File: src/rtl/ifetch_pkg.sv
// Shared definitions for the instruction-fetch path: state encoding and the
// default geometry/sentinel also used by the ROM and decode stages.
package ifetch_pkg;

    localparam int DEF_PC_W = 6;
    localparam int DEF_INSTR_W = 32;
    localparam logic [31:0] DEF_HALT_WORD = 32'hFFFF_FFFF;

    typedef enum logic [1:0] {
        IDLE   = 2'd0,
        RUN    = 2'd1,
        HALTED = 2'd2
    } state_e;

endpackage

File: src/rtl/instr_fetch_ctrl.sv
// Instruction-fetch sequencer: owns the pc, fetches from the ROM into a single
// output slot handed to decode over valid/ready, with redirect and halt handling.
module instr_fetch_ctrl
    import ifetch_pkg::*;
#(
    parameter int PC_W = DEF_PC_W,
    parameter int INSTR_W = DEF_INSTR_W,
    parameter logic [INSTR_W-1:0] HALT_WORD = DEF_HALT_WORD
) (
    input  logic               clk,
    input  logic               rst_n,
    input  logic               start_i,
    input  logic               redirect_i,
    input  logic [PC_W-1:0]    redirect_pc_i,
    output logic [PC_W-1:0]    imem_addr_o,
    input  logic [INSTR_W-1:0] imem_data_i,
    output logic               if_valid_o,
    input  logic               if_ready_i,
    output logic [INSTR_W-1:0] if_instr_o,
    output logic [PC_W-1:0]    if_pc_o,
    output logic               busy_o,
    output logic               halted_o
);

    state_e             r_state;
    logic [PC_W-1:0]    r_pc;
    logic               r_valid;
    logic [INSTR_W-1:0] r_instr;
    logic [PC_W-1:0]    r_pc_out;

    logic               w_take;
    logic               w_free;
    logic               w_is_halt;
    logic [PC_W-1:0]    w_pc_next;

    assign w_take    = r_valid & if_ready_i;
    assign w_free    = ~r_valid | if_ready_i;
    assign w_is_halt = (imem_data_i == HALT_WORD);
    assign w_pc_next = r_pc + {{(PC_W-1){1'b0}}, 1'b1};

    // Sequencer: state, pc and the output slot advance together on each edge.
    always_ff @(posedge clk or negedge rst_n) begin
        if (!rst_n) begin
            r_state  <= IDLE;
            r_pc     <= {PC_W{1'b0}};
            r_valid  <= 1'b0;
            r_instr  <= {INSTR_W{1'b0}};
            r_pc_out <= {PC_W{1'b0}};
        end else begin
            case (r_state)
                IDLE, HALTED: begin
                    // A leftover slot still drains to decode while stopped.
                    if (w_take) begin
                        r_valid <= 1'b0;
                    end else begin
                        r_valid <= r_valid;
                    end
                    if (start_i) begin
                        r_pc    <= {PC_W{1'b0}};
                        r_state <= RUN;
                    end else begin
                        r_pc    <= r_pc;
                        r_state <= r_state;
                    end
                end
                RUN: begin
                    if (redirect_i) begin
                        r_pc    <= redirect_pc_i;
                        r_valid <= 1'b0;
                    end else if (w_free) begin
                        if (w_is_halt) begin
                            // The sentinel is never presented; pc parks on it.
                            r_state <= HALTED;
                            r_valid <= 1'b0;
                        end else begin
                            r_instr  <= imem_data_i;
                            r_pc_out <= r_pc;
                            r_valid  <= 1'b1;
                            r_pc     <= w_pc_next;
                        end
                    end else begin
                        r_valid <= r_valid;
                    end
                end
                default: begin
                    r_state <= IDLE;
                    r_valid <= 1'b0;
                end
            endcase
        end
    end

    assign imem_addr_o = r_pc;
    assign if_valid_o  = r_valid;
    assign if_instr_o  = r_instr;
    assign if_pc_o     = r_pc_out;
    assign busy_o      = (r_state == RUN);
    assign halted_o    = (r_state == HALTED);

endmodule

File: config.mk
export PLATFORM = sky130hd
export DESIGN_NAME = instr_fetch_ctrl
export DESIGN_NICKNAME = d
export VERILOG_FILES = /design/src/rtl/ifetch_pkg.sv /design/src/rtl/instr_fetch_ctrl.sv
export SDC_FILE = /design/constraint.sdc
export NUM_CORES = 1
export LEC_CHECK = 0
export CORE_MARGIN = 3
export CORE_UTILIZATION = 35
export CTS_CLUSTER_DIAMETER = 40
export DETAILED_ROUTE_END_ITERATION = 8
export GPL_TIMING_DRIVEN = 0
export PLACE_DENSITY = 0.7
export SYNTH_ARGS = -nofsm -noshare
export SYNTH_HDL_FRONTEND = slang
export SYNTH_SLANG_ARGS = --single-unit
File: constraint.sdc
create_clock -name clk -period 2.09 [get_ports clk]
set_input_delay 0.209 -clock clk [delete_from_list [all_inputs] [get_ports clk]]
set_output_delay 0.209 -clock clk [all_outputs]
set_load 0.005 [all_outputs]
# Word-level counts from Yosys, hierarchy flattened
# Cells that the tools add are included.
# W data, S select, Z words.
totals:
  elab_cells: 43
  in_bits: 43
  output_inout_bits: 47
  reg_bits: 47
op_classes:
  eq_ne: 10
  n_bitwise: 5
  n_addsub: 1
  n_reduce_logical: 7
  n_mux: 15
ops:
  columns: ["op", "count"]
  rows:
  - ["$eq A32 B32 Y1 const B", 1]
  - ["$mux W6", 4]
  - ["$pmux W6 S2", 1]
  - ["$reduce_and A4 Y1", 3]
  - ["$mux W2", 4]
  - ["$add A6 B1 Y6 const B", 1]
  - ["$ne A2 B2 Y1 const B", 3]
  - ["$mux W1", 4]
  - ["$ne A2 B1 Y1 const B", 2]
  - ["$pmux W2 S2", 1]
  - ["$ne A3 B2 Y1 const B", 1]
  - ["$ne A3 B3 Y1 const B", 1]
  - ["$not A1 Y1", 3]
  - ["$eq A2 B1 Y1 const B", 1]
  - ["$eq A2 B2 Y1 const B", 1]
  - ["$logic_not A2 Y1", 1]
  - ["$pmux W1 S2", 1]
  - ["$reduce_and A2 Y1", 1]
  - ["$reduce_bool A2 Y1", 1]
  - ["$reduce_or A2 Y1", 1]
  - ["$and A1 B1 Y1", 1]
  - ["$or A1 B1 Y1", 1]

# Depth between registers and ports, before layout
# Gate-level depths: netlist of the first run.
logic_depth:
  word_depth: 5
  depth_mapped: 6
  mapped_depth_nobuf: 5

# Least setup slack after synthesis of the first run
# No wires, ideal clock.
synth_path:
  path_kind: "register -> register"
  startpoint: "register r_state[0]"
  endpoint: "register r_instr[0] (netlist: if_instr_o[0])"
  arrival_time_ps: 1576
  t_required_ps: 1965
  setup_ps: 125
  path_stages_with_launch: 7
  synth_period_minus_slack_ps: 1702
  path_buffers: 2
  path_slack_ps: 388
  cell_sequence: "dfrtp_1 -> nor3b_2 -> nand2b_1 -> a21oi_2 -> buf_6 -> buf_6 -> mux2_4"
synth_via:
  elab_chain_cells: 2
synth_lines:
  columns: ["element", "line_no", "rtl"]
  rows:
  - ["start, declared", "instr_fetch_ctrl.sv:25", "state_e r_state;"]
  - ["start signal, assigned", "instr_fetch_ctrl.sv:63", "r_state <= r_state;"]
  - ["$eq A2 B1 Y1", "instr_fetch_ctrl.sv:50", "case (r_state)"]
  - ["$reduce_and A4 Y1 (no source line)", null, null]
  - ["end signal, assigned", "instr_fetch_ctrl.sv:47", "r_instr <= {INSTR_W{1'b0}};"]
  - ["end signal, assigned", "instr_fetch_ctrl.sv:76", "r_instr <= imem_data_i;"]
  - ["end, declared", "instr_fetch_ctrl.sv:28", "logic [INSTR_W-1:0] r_instr;"]
# No other way between the ends.
# A chain may end at the register's enable or synchronous reset.

# Worst setup path after layout of the first run
layout_path:
  startpoint: "input port imem_data_i[10]"
  endpoint: "register r_state[0]"
layout_via:
  elab_chain_cells: 3
layout_lines:
  columns: ["element", "line_no", "rtl"]
  rows:
  - ["start, declared", "instr_fetch_ctrl.sv:16", "input logic [INSTR_W-1:0] imem_data_i,"]
  - ["$eq A32 B32 Y1", "instr_fetch_ctrl.sv:38", "assign w_is_halt = (imem_data_i == HALT_WORD);"]
  - ["$ne A2 B1 Y1 (no source line)", null, null]
  - ["$reduce_and A4 Y1 (no source line)", null, null]
# No other way between the ends.

==> impl_metrics.tcl, run 1 <==
set metrics [dict create \
    status "complete, no violations" \
    drt_iter0_markers 43 \
    syn_to_final_growth_pct 50.5 \
    slew_headroom 0.572 \
    yosysSeqAreaShare 0.527 \
    finClkSkew_ns 0.00377 \
    antenna_cells 0 \
    synth_cell_types 38 \
    antenna_found_initial 0 \
    p_clk_frac 0.186 \
    core_sq_um 6060 \
    power.switching_uw 759 \
    whs_ns 0.467 \
    cts_root_buf "clkbuf_8" \
    period_needed_ns 1.98 \
    clock_latency_ns 0.29 \
    ys_ff_latch 47 \
    layout_common_cells "clkdlybuf4s50_1, dfrtp_1, mux2_4" \
    placed_area_sq_um 3240 \
    die_x_microns 85.9 \
    ant_nets 0 \
    grt_overflow_total 0 \
    worstPathRequired_ns 2.25 \
    io_pins 90 \
    synth_top_area_cell "dfrtp_1" \
    criticalPathCategory "in2reg" \
    p_seq_frac 0.451 \
    combPwrFrac 0.363 \
    worst_pin_slew_ns 0.641 \
    cts_tree "done" \
    via_per_inst 5.04 \
    p_sw_frac 0.267 \
    hpwl_microns 4240 \
    first_global_vias 1758 \
    synth_top_area_frac 0.527 \
    min_path_type "in2async" \
    detail_route.wl_per_cell_microns 16.2 \
    endpoint_kind "flop" \
    grt_max_degree 27 \
    vias 1709 \
    reg2reg_depth 6 \
    setup_violations 0 \
    ys_warn_count 0 \
    clockBufferDepth 2 \
    slew_violations 0 \
    avgSynthCellArea_sq_um 13.8 \
    drive_gt1_frac 0.227 \
    p_leak_uw 0.00138 \
    crit_path_start "imem_data_i[10]" \
    synth_area_leaders "dfrtp_1, mux2_4, mux2_2, nand4_1, nor4_4" \
    die_area_sq_um 7380 \
    final_cell_area_sq_um 3360 \
    totalWireLength_microns 5500 \
    drc 0 \
    finalPower_uw 2840 \
    async_flop_share 1.00 \
    place_congestion 0.765 \
    layout_setup_ws_ns 0.113 \
    timing.rr.end "if_pc_o[1]" \
    mostFrequentLayoutCell "clkdlybuf4s50_1" \
    min_period_over_period 0.946 \
    ir_drop_uv 450 \
    io_buffers 89 \
    cp_max_fo 7 \
    grt_usage 0.155 \
    chipHeight_microns 85.9 \
    start_kind "input port" \
    final_nets 307 \
    final.setup.tns_ns 0 \
    htreeDepth 2 \
    post-place-ws_ns -0.279 \
    dr.pass1.iters 4 \
    num_rows 28 \
    synth_edf_count 0 \
    p_int_uw 2080 \
    maxCapViolCount 0 \
    fmax_mhz 506 \
    final_hold_viol_count 0 \
    cts-buffers-inserted 5 \
    cts_sinks 47 \
    worstPathArrival_ns 2.14 \
    power.density_nw_per_um2 845 \
    r2r-start "r_state[0]" \
    syn_area_sq_um 2230 \
    initial_core_util 0.368 \
    synth-main-ff-cell "dfrtp_1" \
    reg2reg_slack_ns 0.18 \
    grt_pass1_wl_microns 8960 \
    path_clk_slew_ns 0.08 \
    synth_nets 206 \
    synthCells 162 \
]
## final cells by class
class	instances	area [sq um]
clock inverters	1	5.00
flip-flops and latches	47	1180
repair buffers	94	946
inverters	1	3.75
multi-input cells	107	1010
well taps	75	93.8
clock buffers	7	76.3
plain buffers	7	51.3
fillers	541	2700
## worst max path at each step
stage | end | cells past startpoint | slack (ns)
floorplan | if_instr_o[0] | 6 | 0.39
global placement | r_state[0] | 1 | -0.58
detailed placement | if_pc_o[1] | 7 | -0.28
CTS | if_instr_o[27] | 7 | 0.04
global route | if_pc_o[2] | 7 | -0.008
finish | r_state[0] | 6 | 0.11
## power by group through the flow
stage               sequential [uW]  combinational [uW]  clock [uW]
detailed placement             1300                1050           0
floorplan                      1290                 415           0
global route                   1320                1120         590
finish                         1280                1030         528
global placement               1290                1030           0
CTS                            1290                1050         547
## critical path, stage by stage
cell and delay [ns]:
clkdlybuf4s50_1 0.48, nand4_1 0.19, or4_1 0.58, clkbuf_1 0.21
o41ai_1 0.34, o21ai_0 0.13
## logic make-up (layout without fill, tap and decap cells)
family                   count (synthesis)  count (layout)  synth area share
flip-flops                              47              47             0.527
adder cells (fa/ha/maj)                  1               1           0.00560
multiplexers                            39              39             0.230
AND/OR/NAND/NOR                         37              37             0.114
AO/OA/AOI/OAI                           30              30            0.0992
buffers and inverters                    8             110            0.0246
## per-layer routing
metal,share of wire,GRT usage
met5,0,0
met4,0.0093,0.0432
met3,0.066,0.0432
met2,0.48,0.244
met1,0.45,0.210
## synthesized netlist by cell type, types with 2 or more instances
cell / instances
mux2_4: 20
and2_1: 3
nand4_1: 8
o21ai_0: 6
mux2_2: 19
nor2b_1: 6
dfrtp_1: 47
o31ai_1: 4
buf_6: 3
nand2b_1: 2
a221oi_1: 4
nand3_1: 3
or4_1: 2
nor3_1: 2
nor4_4: 2
a22oi_1: 4
nor2_1: 2
nand2_1: 4
clkbuf_1: 2
## flip-flops by register name, indices dropped and copies added (netlist names)
register / count
if_instr_o: 32
if_pc_o: 6
if_valid_o: 1
imem_addr_o: 6
r_state: 2
## what timing repair did
item                                   4_1_cts  5_1_grt
setup endpoints to repair                    0       30
gates resized for setup                      0        1
buffers inserted                             0        3
endpoints found under the hold margin       25        0
hold buffers                                 1        0
## through the flow
step	instances	utilization
2_1_floorplan	162	-
3_5_place_dp	327	0.535
6_report	339	0.555
5_1_grt	339	0.555
4_1_cts	336	0.550
3_3_place_gp	326	0.531
Power figures use the tool's default switching activity.
==> run 2, diff against run 1 <==
--- a/config.mk
+++ b/config.mk
@@ -14,3 +14,4 @@
 export SYNTH_ARGS = -nofsm -noshare
 export SYNTH_HDL_FRONTEND = slang
 export SYNTH_SLANG_ARGS = --single-unit
+export TNS_END_PERCENT = 1
==> results of run 2 <==
The final DEF is identical to that of run 1; final timing and power are the same.
==> run 3, diff against run 2 <==
--- a/config.mk
+++ b/config.mk
@@ -9,7 +9,7 @@
 export CORE_UTILIZATION = 35
 export CTS_CLUSTER_DIAMETER = 40
 export DETAILED_ROUTE_END_ITERATION = 8
-export GPL_TIMING_DRIVEN = 0
+export GPL_TIMING_DRIVEN = 1
 export PLACE_DENSITY = 0.7
 export SYNTH_ARGS = -nofsm -noshare
 export SYNTH_HDL_FRONTEND = slang
==> constraint.sdc (replaced) <==
create_clock -name clk -period 2 [get_ports clk]
set_input_delay 0.2 -clock clk [delete_from_list [all_inputs] [get_ports clk]]
set_output_delay 0.2 -clock clk [all_outputs]
set_load 0.005 [all_outputs]
==> run 3 against run 2 <==
Against the previous run:
- clock-buffer cell count decreased by 2
- sequential power grew 5%
- wire length decreased by 0.76%
- flip-flop and latch count is the same
- non-clock buffer count rose by 8
- total power increased by 9.7%
- critical endpoint unchanged
==> impl_metrics.tcl, run 3 (same netlist as run 1, synthesis figures left out) <==
set metrics [dict create \
    status "complete, no violations" \
    setup_violations 0 \
    p_int_uw 2310 \
    cts_root_buf "clkbuf_8" \
    mostFrequentLayoutCell "clkdlybuf4s50_1" \
    power.switching_uw 802 \
    critPathTopFamily "simple AND/OR/NAND/NOR gates" \
    path_clk_slew_ns 0.09 \
    finClkSkew_ns 0.00618 \
    via_per_inst 5.02 \
    grt_overflow_total 0 \
    cts_tree "done" \
    path_buf_inv 1 \
    slew_headroom 0.617 \
    maxCapViolCount 0 \
    r2r-start "r_state[0]" \
    io_pins 90 \
    hpwl_microns 4180 \
    core_sq_um 6060 \
    antenna_cells 0 \
    power.density_nw_per_um2 901 \
    place_congestion 0.844 \
    period_needed_ns 1.86 \
    worstPathArrival_ns 2.02 \
    worstPathRequired_ns 2.16 \
    drt-met1-wl_microns 2570 \
    worst_pin_slew_ns 0.575 \
    min_period_over_period 0.932 \
    ant_nets 0 \
    combPwrFrac 0.352 \
    detail_route.wl_per_cell_microns 15.7 \
    whs_ns 0.423 \
    dr.pass1.iters 4 \
    grt_pass1_wl_microns 9090 \
    slowest_stage "or4_1" \
    cts_sinks 47 \
    fmax_mhz 536 \
    chipHeight_microns 85.9 \
    p_sw_frac 0.257 \
    route.met2.wl_microns 2450 \
    slowest_delay_ns 0.61 \
    antenna_found_initial 0 \
    vias 1741 \
    clockBufferDepth 2 \
    initial_core_util 0.368 \
    totalWireLength_microns 5450 \
    rsz0062_at_grt "false" \
    drt_iter0_markers 96 \
    drc 0 \
    start_kind "input port" \
    grt_max_degree 27 \
    syn_to_final_growth_pct 54.9 \
    cp_max_fo 2 \
    cts_resized 0 \
    endpoint_kind "flop" \
    clock_latency_ns 0.29 \
    dpl.cell_count 338 \
    layout_common_cells "clkdlybuf4s50_1, dfrtp_1, mux2_4" \
    final_nets 315 \
    slew_violations 0 \
    layout.cells.non_filler 347 \
    routed-wl-met3_microns 417 \
    reg2reg_slack_ns 0.29 \
    p_seq_frac 0.429 \
    drive_gt1_frac 0.265 \
    io_buffers 89 \
    largest_reg_flops 32 \
    num_rows 28 \
    reg2reg_depth 5 \
    cts-buffers-inserted 5 \
    final_hold_viol_count 0 \
    fill_cells 523 \
    p_clk_frac 0.219 \
    top_layer_used "met4" \
    htreeDepth 2 \
    first_global_vias 1774 \
    die_area_sq_um 7380 \
    die_x_microns 85.9 \
    timing.rr.end "if_instr_o[6]" \
    cp_cell_sequence "clkdlybuf4s50_1, nand4_1, or4_1, o41ai_1, o21ai_0" \
    criticalPathCategory "in2reg" \
    final.setup.tns_ns 0 \
    grt_usage 0.154 \
    ir_drop_uv 596 \
    p_leak_uw 0.00144 \
    min_path_type "in2async" \
]
==> run 3: area by class of cell <==
type / instances / area (sq um) / share of cell area
sequential: 47 / 1180 / 0.340
multi-input combinational: 107 / 1010 / 0.292
tap: 75 / 93.8 / 0.0271
clock buffer: 5 / 68.8 / 0.0199
timing repair buffer: 109 / 1060 / 0.307
inverter: 1 / 3.75 / 0.00108
clock inverter: 3 / 43.8 / 0.0127
==> run 3: power groups by stage <==
stage | Sequential [uW] | Clock, uW | Combinational [uW]
2_1_floorplan | 1350 | 0 | 433
3_3_place_gp | 1350 | 0 | 1100
3_5_place_dp | 1360 | 0 | 1110
4_1_cts | 1340 | 713 | 1110
5_1_grt | 1380 | 760 | 1190
6_report | 1340 | 681 | 1100
==> run 3: metrics by stage <==
stage	utilization	power (uW)	worst slack (ns)	cell area [sq um]
after floorplan	-	1790	0.298	2230
after global placement	0.551	2450	-0.201	3340
after detailed placement	0.551	2460	-0.191	3340
after CTS	0.571	3170	0.122	3460
after global routing	0.571	3320	0.0129	3460
final	0.571	3120	0.136	3460
==> run 3: worst max-delay path by stage <==
stage,cells past startpoint,startpoint,end
after CTS,5,imem_data_i[26],r_state[0]
after global routing,5,imem_data_i[26],r_state[0]
after detailed placement,5,imem_data_i[26],r_state[0]
after global placement,5,imem_data_i[30],r_state[0]
after floorplan,6,r_state[0],if_instr_o[0]
final,5,imem_data_i[26],r_state[0]
==> run 3: worst reg2reg max path, stage by stage (launching register included) <==
cell,delay (ns)
dfrtp_1,0.43
nor3b_2,0.22
nand2b_1,0.14
a21oi_4,0.19
buf_12,0.23
mux2_2,0.38
==> run 3: per-layer routing <==
layer	track usage	up-vias
met5	0	-
met4	0.0302	0
met3	0.0451	2
met2	0.232	64
met1	0.223	838
li1	-	837
==> run 3: timing repair <==
item | in CTS | in global routing
setup buffers | 0 | 0
hold buffers | 1 | 0
hold endpoints to repair | 23 | 0
